<file path="config.mk">
export PLATFORM = sky130hd
export DESIGN_NAME = seg_scan_reader
export DESIGN_NICKNAME = d
export VERILOG_FILES = /design/src/rtl/seg_pkg.sv /design/src/rtl/seg_pat_decode.sv /design/src/rtl/seg_scan_reader.sv
export SDC_FILE = /design/constraint.sdc
export NUM_CORES = 1
export LEC_CHECK = 0
export CELL_PAD_IN_SITES_DETAIL_PLACEMENT = 1
export CELL_PAD_IN_SITES_GLOBAL_PLACEMENT = 1
export CORE_MARGIN = 2
export CORE_UTILIZATION = 51
export CTS_CLUSTER_SIZE = 25
export DETAILED_ROUTE_END_ITERATION = 7
export PLACE_DENSITY_LB_ADDON = 0.1
export SETUP_SLACK_MARGIN = 0.3
export SLEW_MARGIN = 40
export SYNTH_ARGS = -nofsm -noshare
export SYNTH_HDL_FRONTEND = slang
export SYNTH_SLANG_ARGS = --single-unit
</file>
<file path="constraint.sdc">
create_clock -name clk -period 5.9 [get_ports clk]
set_input_delay 0.885 -clock clk [delete_from_list [all_inputs] [get_ports clk]]
set_output_delay 0.885 -clock clk [all_outputs]
set_load 0.01 [all_outputs]
</file>
<file path="src/rtl/seg_pkg.sv">
// rtl/seg_pkg.sv - legal segment patterns, FSM states and one-hot helper for seg_scan_reader
package seg_pkg;

   // Segment order is {a,b,c,d,e,f,g}, active high.
   localparam logic [6:0] PAT_0 = 7'h7E;
   localparam logic [6:0] PAT_1 = 7'h30;
   localparam logic [6:0] PAT_2 = 7'h6D;
   localparam logic [6:0] PAT_3 = 7'h79;
   localparam logic [6:0] PAT_4 = 7'h33;
   localparam logic [6:0] PAT_5 = 7'h5B;
   localparam logic [6:0] PAT_6 = 7'h5F;
   localparam logic [6:0] PAT_7 = 7'h70;
   localparam logic [6:0] PAT_8 = 7'h7F;
   localparam logic [6:0] PAT_9 = 7'h7B;
   localparam logic [6:0] PAT_A = 7'h77;
   localparam logic [6:0] PAT_B = 7'h1F;
   localparam logic [6:0] PAT_C = 7'h4E;
   localparam logic [6:0] PAT_D = 7'h3D;
   localparam logic [6:0] PAT_E = 7'h4F;
   localparam logic [6:0] PAT_F = 7'h47;

   typedef enum logic [1:0] {
      IDLE   = 2'd0,
      SETTLE = 2'd1,
      HOLD   = 2'd2
   } state_t;

   function automatic logic is_onehot(input logic [7:0] v);
      return (v != 8'd0) && ((v & (v - 8'd1)) == 8'd0);
   endfunction

endpackage

</file>
<file path="src/rtl/seg_pat_decode.sv">
// rtl/seg_pat_decode.sv - combinational 7-segment pattern to hex nibble decoder
module seg_pat_decode
   import seg_pkg::*;
(
   input  logic [6:0] seg,
   output logic       valid,
   output logic [3:0] nibble
);

   always_comb begin
      valid  = 1'b1;
      nibble = 4'h0;
      case (seg)
         PAT_0:   nibble = 4'h0;
         PAT_1:   nibble = 4'h1;
         PAT_2:   nibble = 4'h2;
         PAT_3:   nibble = 4'h3;
         PAT_4:   nibble = 4'h4;
         PAT_5:   nibble = 4'h5;
         PAT_6:   nibble = 4'h6;
         PAT_7:   nibble = 4'h7;
         PAT_8:   nibble = 4'h8;
         PAT_9:   nibble = 4'h9;
         PAT_A:   nibble = 4'hA;
         PAT_B:   nibble = 4'hB;
         PAT_C:   nibble = 4'hC;
         PAT_D:   nibble = 4'hD;
         PAT_E:   nibble = 4'hE;
         PAT_F:   nibble = 4'hF;
         default: valid  = 1'b0;
      endcase
   end

endmodule

</file>
<file path="src/rtl/seg_scan_reader.sv">
// rtl/seg_scan_reader.sv - scanned 7-segment display reader with settle/stability filtering
// Optional SEG_READER_ERRCNT_EN adds a saturating err_cnt of bad_pat pulses.
module seg_scan_reader
   import seg_pkg::*;
#(
   parameter int NDIG         = 4,
   parameter int SETTLE_CYC   = 4,
   parameter int STABLE_SCANS = 2
) (
   input  logic              clk,
   input  logic              rst_n,
   input  logic [NDIG-1:0]   dig_sel,
   input  logic [6:0]        seg_in,
   output logic [4*NDIG-1:0] out_value,
   output logic              out_valid,
   input  logic              out_ready,
   output logic              bad_pat
`ifdef SEG_READER_ERRCNT_EN
   ,
   output logic [7:0]        err_cnt
`endif
);

   localparam int CW = $clog2(SETTLE_CYC + 1);
   localparam int MW = $clog2(STABLE_SCANS + 1);
   localparam logic [CW:0]   SETTLE_V = (CW + 1)'(SETTLE_CYC);
   localparam logic [MW-1:0] STAB_V   = MW'(STABLE_SCANS);

   state_t              state;
   logic [NDIG-1:0]     smp_sel;
   logic [6:0]          smp_seg;
   logic [CW-1:0]       cnt;
   logic [4*NDIG-1:0]   cand;
   logic [MW-1:0]       match [NDIG];
   logic [4*NDIG-1:0]   committed;
   logic [NDIG-1:0]     seen;
   logic [4*NDIG-1:0]   last_val;
   logic                last_ok;

   logic                sel_ok;
   logic                same;
   logic [CW:0]         cnt_inc;
   logic                capture;
   logic                dec_valid;
   logic [3:0]          dec_nib;
   logic [3:0]          cur_cand;
   logic [MW-1:0]       cur_match;
   logic [MW-1:0]       new_match;
   logic                emit_chk;
   logic                emit_load;

   assign sel_ok    = is_onehot(8'(dig_sel));
   assign same      = (dig_sel == smp_sel) && (seg_in == smp_seg);
   assign cnt_inc   = {1'b0, cnt} + 1'b1;
   assign capture   = (state == SETTLE) && sel_ok && same && (cnt_inc >= SETTLE_V);
   assign emit_chk  = (&seen) && (!out_valid || out_ready);
   assign emit_load = emit_chk && (!last_ok || (committed != last_val));

   seg_pat_decode u_dec (
      .seg    (smp_seg),
      .valid  (dec_valid),
      .nibble (dec_nib)
   );

   // Candidate/match state of the digit currently being sampled.
   always_comb begin
      cur_cand  = 4'h0;
      cur_match = '0;
      for (int d = 0; d < NDIG; d++) begin
         if (smp_sel[d]) begin
            cur_cand  = cand[4*d +: 4];
            cur_match = match[d];
         end
      end
      if (dec_nib == cur_cand)
         new_match = (cur_match == STAB_V) ? STAB_V : cur_match + 1'b1;
      else
         new_match = MW'(1);
   end

   always_ff @(posedge clk or negedge rst_n) begin
      if (!rst_n) begin
         state     <= IDLE;
         smp_sel   <= '0;
         smp_seg   <= '0;
         cnt       <= '0;
         cand      <= '0;
         committed <= '0;
         seen      <= '0;
         last_val  <= '0;
         last_ok   <= 1'b0;
         out_value <= '0;
         out_valid <= 1'b0;
         bad_pat   <= 1'b0;
         for (int d = 0; d < NDIG; d++)
            match[d] <= '0;
      end else begin
         bad_pat <= capture && !dec_valid;

         case (state)
            IDLE: begin
               if (sel_ok) begin
                  smp_sel <= dig_sel;
                  smp_seg <= seg_in;
                  cnt     <= CW'(1);
                  state   <= SETTLE;
               end
            end
            SETTLE: begin
               if (!sel_ok) begin
                  state <= IDLE;
               end else if (!same) begin
                  smp_sel <= dig_sel;
                  smp_seg <= seg_in;
                  cnt     <= CW'(1);
               end else begin
                  cnt <= cnt_inc[CW-1:0];
                  if (capture)
                     state <= HOLD;
               end
            end
            HOLD: begin
               if (dig_sel != smp_sel)
                  state <= IDLE;
            end
            default: state <= IDLE;
         endcase

         // A commit landing in the same cycle as an emit check belongs to the next frame.
         if (emit_chk)
            seen <= '0;

         if (emit_load) begin
            out_value <= committed;
            last_val  <= committed;
            last_ok   <= 1'b1;
            out_valid <= 1'b1;
         end else if (out_valid && out_ready) begin
            out_valid <= 1'b0;
         end

         for (int d = 0; d < NDIG; d++) begin
            if (capture && smp_sel[d]) begin
               if (dec_valid) begin
                  cand[4*d +: 4] <= dec_nib;
                  match[d]       <= new_match;
                  if (new_match == STAB_V) begin
                     committed[4*d +: 4] <= dec_nib;
                     seen[d]             <= 1'b1;
                  end
               end else begin
                  match[d] <= '0;
               end
            end
         end
      end
   end

`ifdef SEG_READER_ERRCNT_EN
   always_ff @(posedge clk or negedge rst_n) begin
      if (!rst_n)
         err_cnt <= 8'd0;
      else if (bad_pat && (err_cnt != 8'hFF))
         err_cnt <= err_cnt + 8'd1;
   end
`endif

endmodule
</file>
==> impl_metrics.json <==
{
  "firstDrtPassIters": 4,
  "synthToLayoutAreaGrowth_pct": 13.2,
  "fp.dieArea_um2": 9220,
  "antenna_found_initial": 0,
  "fp-row-count": 33,
  "cts_tree": "built",
  "drive_gt1_share_pct": 19.1,
  "met1_usage_pct": 30.8,
  "syn-num-nets": 407,
  "overflow": 0,
  "ant_nets": 0,
  "post-route-period-util_pct": 58.9,
  "io_pins": 32,
  "min_path_type": "register to register",
  "final_cell_mix": "dfrtp_1, nand2_1, mux2_2",
  "busiest_layer": "met2",
  "fill_cells": 896,
  "place.gp.congestion": 0.872,
  "antenna_cells": 0,
  "max_freq_mhz": 288,
  "htreeDepth": 3,
  "cts_root_buffer": "clkbuf_8",
  "clockBufferDepth": 2,
  "final_common_cell": "dfrtp_1",
  "ys_dominant_reg_cell": "dfrtp_1",
  "synth_cells": 391,
  "synth_area_per_cell_um2": 11.0,
  "rsz0062_at_grt": "false",
  "first_global_vias": 3314,
  "peakVddDrop_mv": 0.163,
  "timing.final.ws_setup_ns": 2.42,
  "grtUsageMet2_pct": 42.9,
  "async_flop_share_pct": 100,
  "yosysSeqAreaShare_pct": 45.8,
  "setup_viol": 0,
  "clock-sinks": 79,
  "path_max_fanout": 6,
  "p_per_area_nw_per_um2": 270,
  "cts_resized": 0,
  "slew_headroom_pct": 51.8,
  "maxSlewViolCount": 0,
  "synth_top_area_share_pct": 45.8,
  "crit_type": "input port to register",
  "worst_setup_path_start_kind": "input port",
  "cts_made_buffers": 9,
  "ys_types": 61,
  "finalHoldViolCount": 0,
  "drt_first_iter_violations": 125,
  "grt_usage_pct": 25.0,
  "io_buffers": 31,
  "routed_wl_mm": 10.5,
  "initial_core_util_pct": 52.6,
  "place_ws_ns": 2.09,
  "chipHeight_um": 96.0,
  "yosys-top-cells-area": "dfrtp_1, mux2_2, nand2_1, mux2_1, xor2_1",
  "period_minus_slack_ns": 3.48,
  "cts-hold-fix-buffers": 0,
  "viasPerCell": 5.94,
  "fin_skew_ns": 0.0119,
  "synth-seq-cells": 79,
  "design.core.area_um2": 8220,
  "drc_errors": 0,
  "cp_data_required_time_ns": 6.14,
  "p_leak_uw": 0.00228,
  "synth_edf_count": 0,
  "detailedPlacementHpwl_mm": 7.37,
  "nets": 430,
  "yosys_warnings": 0,
  "clk_pin_slew_ns": 0.09,
  "wl_per_cell_um": 20.1,
  "vias": 3110,
  "arrival_ns": 3.72,
  "clock_latency_ns": 0.36,
  "final_area_um2": 4890,
  "post_cts_buffers": 0,
  "tightest_slew_ns": 0.723,
  "met3_usage_pct": 4.62,
  "grt_pass1_wl_mm": 17.2,
  "end_kind": "register",
  "status": "complete, no violations",
  "setup_tns_ns": 0,
  "dieWidth_um": 96.0,
  "synth_area_um2": 4320,
  "grt_max_degree": 80,
  "dpl_cell_area_um2": 4670,
  "max-cap-violations": 0,
  "yosys.area.top_type": "dfrtp_1"
}
==> flip-flops by register name (all words and copies together), names as in the netlist <==
| register | count |
|---|---|
| smp_sel | 4 |
| cnt | 3 |
| last_val | 16 |
| out_valid | 1 |
| state | 2 |
| cand | 16 |
| bad_pat | 1 |
| committed | 16 |
| last_ok | 1 |
| match | 8 |
| seen | 4 |
| smp_seg | 7 |
==> metal layers <==
metal  up-vias  routed length (um)  share of wire [%]
met5         -                   0                  0
met4         0                 267                2.5
met3        22                 299                2.8
met2        61                5420                 51
met1      1576                4560                 43
li1       1451                   -                  -
==> synth_stat cells (8+ instances only) <==
library cell	count
dfrtp_1	79
nand2_1	54
mux2_2	34
xor2_1	18
mux2_1	16
xnor2_1	13
clkbuf_1	11
nand4_1	11
nor2_1	11
o21ai_0	11
nand3_1	10
a21oi_1	9
nand2b_1	8
==> kinds of logic after synthesis <==
| kind of cell | count (synthesis) | share of synthesized area (%) |
|---|---|---|
| flops | 79 | 45.8 |
| mux | 51 | 13.3 |
| xor+xnor | 31 | 6.29 |
| fa+ha+maj | 2 | 0.579 |
| simple gates | 147 | 19.5 |
| compound gates | 56 | 11.9 |
| buf+inv | 25 | 2.67 |
==> layout make-up <==
cell class | count | area, um2 | share of cell area (%)
inverter | 6 | 22.5 | 0.461
multi-input combinational | 287 | 2230 | 45.6
timing repair buffer | 31 | 312 | 6.37
sequential | 79 | 1980 | 40.4
tap | 105 | 131 | 2.69
clock inverter | 6 | 91.3 | 1.87
clock buffer | 10 | 128 | 2.61
==> report_power, final <==
part / leakage, uW / total (uW) / internal [uW] / switching [uW]
logic: 0.00110 / 224 / 95.4 / 129
clock network: 0.000111 / 457 / 242 / 215
registers: 0.00108 / 637 / 560 / 77.3
==> through the flow <==
stage | total power [uW] | util (%) | instances | hold WS, ns
after global placement | 859 | 56.8 | 508 | 0.461
after CTS | 1330 | 59.5 | 524 | 0.488
after global routing | 1380 | 59.5 | 524 | 0.498
after detailed placement | 870 | 56.8 | 508 | 0.468
after floorplan | 806 | - | 391 | 0.435
final | 1320 | 59.5 | 524 | 0.479
==> critical path, cell delays in order <==
cell and delay (ns):
clkdlybuf4s50_1 0.56, xnor2_1 0.15, nand4_1 0.25, nor3_2 0.52, nand4_1 0.23, or3_1 0.41
a211oi_4 0.32, mux2_1 0.38
==> final timing paths <==
check / from / endpoint / slack (ns) / cells after the start
worst max-delay path: dig_sel[2] / committed[9]$_DFFE_PN0P_ / 2.42 / 8
worst min-delay path: last_ok$_DFFE_PN0P_ / last_ok$_DFFE_PN0P_ / 0.48 / 1
worst max register to register: smp_sel[1]$_DFFE_PN0P_ / committed[12]$_DFFE_PN0P_ / 2.61 / 11
worst min register to register: last_ok$_DFFE_PN0P_ / last_ok$_DFFE_PN0P_ / 0.48 / 1
max in group asynchronous: rst_n / smp_seg[3]$_DFFE_PN0P_ / 4.85 / 1
min in group asynchronous: rst_n / last_val[10]$_DFFE_PN0P_ / 0.54 / 1
(Power assumes the default switching activity.)
